--- config.mk ---
export PLATFORM = sky130hd
export DESIGN_NAME = cl_seq
export DESIGN_NICKNAME = d
export VERILOG_FILES = /design/src/rtl/cl_seq.sv
export SDC_FILE = /design/constraint.sdc
export NUM_CORES = 1
export LEC_CHECK = 0
export BUFFER_PORTS_ARGS = -buffer_cell sky130_fd_sc_hd__buf_4
export CORE_UTILIZATION = 52
export DETAILED_ROUTE_END_ITERATION = 10
export PLACE_DENSITY = 0.81
export SLEW_MARGIN = 0
export SYNTH_ARGS = -nofsm -noshare
export SYNTH_HDL_FRONTEND = slang
export SYNTH_SLANG_ARGS = --single-unit
--- constraint.sdc ---
create_clock -name clk -period 2.1 [get_ports clk]
set_input_delay 0.63 -clock clk [delete_from_list [all_inputs] [get_ports clk]]
set_output_delay 0.63 -clock clk [all_outputs]
set_load 0.01 [all_outputs]
--- src/rtl/cl_seq.sv ---
// Bit-serial sequencer for the shared 1-bit logic cell: shifts an operand pair through the cell
// LSB first, assembles the N-bit result and pulses done for one cycle.
module cl_seq #(
  parameter int unsigned N = 4
) (
  input  logic         clk,
  input  logic         reset,
  input  logic         start,
  input  logic [N-1:0] a,
  input  logic [N-1:0] b,
  input  logic [1:0]   s,
  output logic         busy,
  output logic         done,
  output logic [N-1:0] out,
  output logic         zero
);

  localparam int unsigned CW = $clog2(N + 1);

  typedef enum logic [1:0] {StIdle, StRun, StDone} state_e;

  state_e         state_q, state_d;
  logic [N-1:0]   a_sh_q, a_sh_d;
  logic [N-1:0]   b_sh_q, b_sh_d;
  logic [1:0]     s_q, s_d;
  logic [CW-1:0]  cnt_q, cnt_d;
  logic [N-1:0]   res_sh_q, res_sh_d;
  logic [N-1:0]   out_q, out_d;
  logic           zero_q, zero_d;
  logic           cell_out;
  logic [N-1:0]   res_next;

  // The shared logic cell.
  always_comb begin
    cell_out = 1'b0;
    case (s_q)
      2'b00:   cell_out = a_sh_q[0] & b_sh_q[0];
      2'b01:   cell_out = a_sh_q[0] | b_sh_q[0];
      2'b10:   cell_out = a_sh_q[0] ^ b_sh_q[0];
      default: cell_out = ~a_sh_q[0];
    endcase
  end

  assign res_next = {cell_out, res_sh_q[N-1:1]};

  always_comb begin
    state_d  = state_q;
    a_sh_d   = a_sh_q;
    b_sh_d   = b_sh_q;
    s_d      = s_q;
    cnt_d    = cnt_q;
    res_sh_d = res_sh_q;
    out_d    = out_q;
    zero_d   = zero_q;
    unique case (state_q)
      StIdle: begin
        if (start) begin
          a_sh_d   = a;
          b_sh_d   = b;
          s_d      = s;
          cnt_d    = '0;
          res_sh_d = '0;
          state_d  = StRun;
        end
      end
      StRun: begin
        res_sh_d = res_next;
        a_sh_d   = a_sh_q >> 1;
        b_sh_d   = b_sh_q >> 1;
        cnt_d    = cnt_q + CW'(1);
        if (cnt_q == CW'(N - 1)) begin
          out_d   = res_next;
          zero_d  = (res_next == '0);
          state_d = StDone;
        end
      end
      StDone: state_d = StIdle;
      default: state_d = StIdle;
    endcase
  end

  always_ff @(posedge clk) begin
    if (reset) begin
      state_q  <= StIdle;
      a_sh_q   <= '0;
      b_sh_q   <= '0;
      s_q      <= '0;
      cnt_q    <= '0;
      res_sh_q <= '0;
      out_q    <= '0;
      zero_q   <= 1'b0;
    end else begin
      state_q  <= state_d;
      a_sh_q   <= a_sh_d;
      b_sh_q   <= b_sh_d;
      s_q      <= s_d;
      cnt_q    <= cnt_d;
      res_sh_q <= res_sh_d;
      out_q    <= out_d;
      zero_q   <= zero_d;
    end
  end

  assign busy = (state_q != StIdle);
  assign done = (state_q == StDone);
  assign out  = out_q;
  assign zero = zero_q;

endmodule

### Word-level counts from Yosys, hierarchy flattened

Index checks and enable logic that the tools add are counted.

* reduce and logical (&&, ||, !) cells: 9
* multiplexer cells: 12
* $add $sub $neg: 1
* bitwise gates (word level): 4
* eq/ne operators: 7

Operators with widths (number)
* case mux 4 bit (2 select lines): 3
* two-way mux 4 bit: 3
* AND reduction 2 bit: 4
* case mux 3 bit (2 select lines): 1
* == test 2 x 1 -> 1 bit (second input constant): 2
* == test 2 bit (second input constant): 2
* zero test 2 bit: 2
* zero test 4 bit: 1
* two-way mux 2 bit: 2
* inequality test 2 bit (second input constant): 2
* case mux 2 bit (2 select lines): 1
* nonzero test 2 bit: 2
* adder 3 x 1 -> 3 bit (second input constant): 1
* == test 3 x 2 -> 1 bit (second input constant): 1
* two-way mux 3 bit: 1
* case mux 1 bit (3 select lines): 1
* bitwise AND 1 bit: 1
* inverter 1 bit: 1
* bitwise OR 1 bit: 1
* XOR 1 bit: 1

* flip-flop bits (word level): 24
* word-level logic and storage cells: 41
* input bits: 13
* output and inout port bits: 7

### Depth between registers and ports, before layout

* depth after elaboration: 3
* depth in mapped cells: 5

### Least setup slack after synthesis

OpenSTA, ideal clock, no wires.

* kind: reg2reg
* from: register a_sh_q[0]
* to: register out_q[3], in the netlist out[3]
* cell stages (with the launch flop): 6
* path slack: 616 ps
* buffers on the path: 0
* period minus slack after synthesis: 1484 ps
* data arrival time: 1396 ps
* cells stage by stage: dfxtp_1 inv_1 ha_1 inv_1 mux4_2 a311oi_2

* cells in the longest elaborated chain, start to end: 2

Ends and longest elaborated chain
* start, declared: RTL line 23 `logic [N-1:0] a_sh_q, a_sh_d;`
* start signal, assigned: RTL line 94 `a_sh_q <= a_sh_d;`
* XOR 1 bit, or another cell as far along: RTL line 39 `2'b10: cell_out = a_sh_q[0] ^ b_sh_q[0];`
* case mux 1 bit (3 select lines) *: RTL line 36 `case (s_q)`
* end signal, assigned: RTL line 99 `out_q <= out_d;`
* end, declared: RTL line 28 `logic [N-1:0] out_q, out_d;`

Every way passes the cells marked *; elsewhere a longest branch is shown, timed or not.
A chain may end at the register's enable or synchronous reset.

### Final worst setup path

* from: register state_q[0]
* to: output busy

* cells in the longest elaborated chain, start to end: 1

Ends and longest elaborated chain
* start, declared: RTL line 22 `state_e state_q, state_d;`
* start signal, assigned: RTL line 84 `state_q <= StIdle;`
* start signal, assigned: RTL line 93 `state_q <= state_d;`
* nonzero test 2 bit: RTL line 104 `assign busy = (state_q != StIdle);`
* end, declared: RTL line 12 `output logic busy,`

No other way between the ends.

==> summary.md <==
The synthesized design contains 23 register bits. The vertical die dimension works out to 45.90 um. The run gives 0 as the number of cells upsized or downsized after cts. The finished layout holds 149 standard cells, fillers aside. The tools report the final weighted congestion of routability-driven global placement as 0.7625.

The leading area contributor after synthesis was dfxtp_1. The synthesized-area fraction occupied by ao, oa, aoi and oai cells was 0.1548. Via density per instance: 5.423. The portion of total power attributed to sequential cells was 0.605. On the worst path, the slowest cell contributes a delay of 0.42 ns. The tools report the cell total after placement as 145.

Max-cap violations in this run came to 0. Yosys attributes the largest share of cell area to dfxtp_1, nor2_1, mux2i_1. The area growth from synthesis to layout is 16.48%.

The tools report the clock share of power as 0.270. Leaving out fill and tap cells, the most frequent cells in the layout are dfxtp_1, nor2_1, buf_4. Critical path launch point type: a flop. For flop-to-flop paths, the worst setup slack is 0.44 ns. Global routing finished with a remaining overflow of 0. Max-slew headroom at the worst pin: 0.6498.

The maximum number of pins on one net before global-route repair is 25, and the mean post-synth cell area is 9.366 um^2. After the first detailed-routing iteration, the DRC count stood at 19. The count of unresolved DRC violations after routing came out at 0.

The post-route fraction of the period consumed by the critical path works out to 0.8708. The detail route stage leaves a number of antenna-violating nets equal to 0. The first global-routing pass estimated 3180 um of wire. At the end of the flow, the number of nets in the layout was 142. The number of ports placed on the die boundary is 20. In this run the post-CTS setup repair buffer count came out at 0. The power per cell area is 665.9 nW/um^2. The flow ran to the end, and the final reports show no timing, DRC or antenna violations. Dominant combinational cell family by area after synthesis: simple AND/OR/NAND/NOR gates. The run gives 0.008275 ns as the clock skew after layout.

The aggregate global-route resource usage is 0.2132. Final hold analysis gives a worst-case slack of 0.4926 ns. The final layout contains routed wiring with a total length of 1994 um.

IR analysis of the VDD net gives a maximum drop of 0.4430 mV. The critical path is of the flop to output port type. The share of synthesized cell area in and, or, nand and nor gates was 0.1823.

Detailed routing inserted a total of 808 vias. For this design, the sink count on the clock tree is 23. Dividing the detail-routed wire length by the instance count gives 13.38 um. The logs give 0 for the count of final hold-check violations and 0.0005750 W for the internal power. The switching fraction of total power works out to 0.2603.

The async set-reset flop share out of synthesis came out at 0. The critical path data arrival time came out at 1.20 ns. The xor and xnor fraction of the mapped netlist area came out at 0.

The tools report the worst-case setup slack after placement as 0.4645 ns. At the later pin of the worst-skew pair, clock insertion delay measures 0.32 ns. The logs give 2107 um^2 for the area of the die and 1002 um^2 for the synthesized cell area. Setup total negative slack on the finished layout was measured at 0 ns. The via count of the first global-routing pass is 747.

The highest net fanout along the worst path was 9; the mux cell area share after synthesis was 0.09238. The initial antenna violation count came out at 0. The logs give 546.8 MHz for the maximum operating frequency and 124 for the total nets after synthesis. The logs give 2 for the maximum clock insertion buffer count and 0.5681 for the effective utilization at floorplan.

For the pin with the worst max-slew slack, the measured transition is 0.5242 ns. In the post-route analysis, the smallest setup slack over all paths is 0.2713 ns. The number of buffers added on ports is 19.

Final number of setup-violating endpoints: 0. The floorplan has 15 rows. The worst setup path is captured at an output port.

The number of iterations in the first detailed-routing pass was 4; the post-cts hold buffer count was 0. The tree is rooted in a clkbuf_4. The logs give 1 for the maximum level of the CTS H-tree and 0.125 for the combinational share of power.

The HPWL after detailed placement is 1459 um. The run gives 3 as the TritonCTS buffer count. The run gives 107 as the synthesized instance count. In this run the power spent charging and discharging nets is 0.0002024 W. The portion of the post-synthesis area used by sequential elements was 0.4594; the antenna diode count was 0. From left edge to right edge, the die measures 45.90 um.

Setup repair after global routing left no endpoint under its margin. The worst path needs 1.829 ns of the cycle, external delays included. The total of warnings raised by yosys is 0. The most common flop cell mapped by yosys was dfxtp_1.

The fraction of layout instances using a drive strength above 1 works out to 0.2177. The core footprint was 1764 um^2; the max-slew violation count was 0. TritonCTS built the clock tree. Worst min-delay path class: flop to flop.

Clock-pin slew on the worst setup and hold paths: 0.13 ns. The adder and majority gate portion of the synthesized area was 0.04994. The tools report the static power due to leakage as 0.5110 nW. Yosys mapped a number of flops with a built-in enable equal to 0. Walking the worst path, the cells encountered are or2_2 -> buf_4. The area share of the leading cell type in the synthesized netlist was 0.4594. Among all stages on the critical path, the largest delay is contributed by dfxtp_1. The most common cell after layout, fill and taps aside was dfxtp_1. At the worst endpoint, the required time is 1.47 ns. The netlist uses 27 different library cells.
## worst max-delay path: cells and delay by family, from the launching register on
kind / cells / cell delay [ns]
flip-flops: 1 / 0.42
AND/OR/NAND/NOR: 1 / 0.31
buffers and inverters: 1 / 0.14
## area by class of cell
cell class | instances | area [um^2]
Clock buffer | 4 | 26.28
Fill cell | 163 | 596.8
Inverter | 7 | 26.28
Multi-Input combinational cell | 71 | 480.5
Sequential cell | 23 | 460.4
Tap cell | 25 | 31.28
Timing Repair Buffer | 19 | 142.6
## cell families after synthesis
family,after synthesis
simple gates,41
flops,23
compound gates,18
buf+inv,13
mux,8
fa+ha+maj,4
## power by group through the flow
stage	Sequential [W]	Combinational [W]	Clock [W]
after floorplan	0.000473	0.0000706	0
after global placement	0.000479	0.0000920	0
after detailed placement	0.000480	0.0000971	0
after CTS	0.000470	0.0000975	0.000213
after global routing	0.000473	0.000108	0.000225
final	0.000470	0.0000969	0.000210
## layer usage
layer	wire (um)	track usage	up-vias
met5	0	0	-
met4	42	0.08824	0
met3	54	0.03571	6
met2	970	0.3493	18
met1	926	0.2743	379
li1	-	-	405
## flip-flops by register name, indices dropped and copies added (netlist names)
register / cells
a_sh_q: 4
b_sh_q: 4
out: 4
cnt_q: 3
res_sh_q: 3
s_q: 2
state_q: 2
zero: 1
## path summary, 6_finish.rpt
path                    from   endpoint  cells after the start
setup / recovery  state_q[0]       busy                      2
hold / removal     a_sh_q[3]  a_sh_q[2]                      2
setup reg to reg   b_sh_q[0]     out[3]                      5
hold reg to reg    a_sh_q[3]  a_sh_q[2]                      2
## cell usage after synthesis (2+ instances only)
master    instances
a22oi_1           5
a311oi_1          6
buf_4             3
clkbuf_1          2
dfxtp_1          23
ha_1              4
inv_1             7
mux2i_1           7
nand2_1          13
nor2_1           19
nor3_1            2
## through the flow
| stage | utilization | total power (W) | cell area [um^2] |
|---|---|---|---|
| floorplan | - | 0.0005438 | 1002 |
| global placement | 0.6468 | 0.0005707 | 1141 |
| detailed placement | 0.6468 | 0.0005770 | 1141 |
| CTS | 0.6617 | 0.0007811 | 1167 |
| global route | 0.6617 | 0.0008059 | 1167 |
| finish | 0.6617 | 0.0007774 | 1167 |
Note: power is estimated with default switching activity, not from simulation.
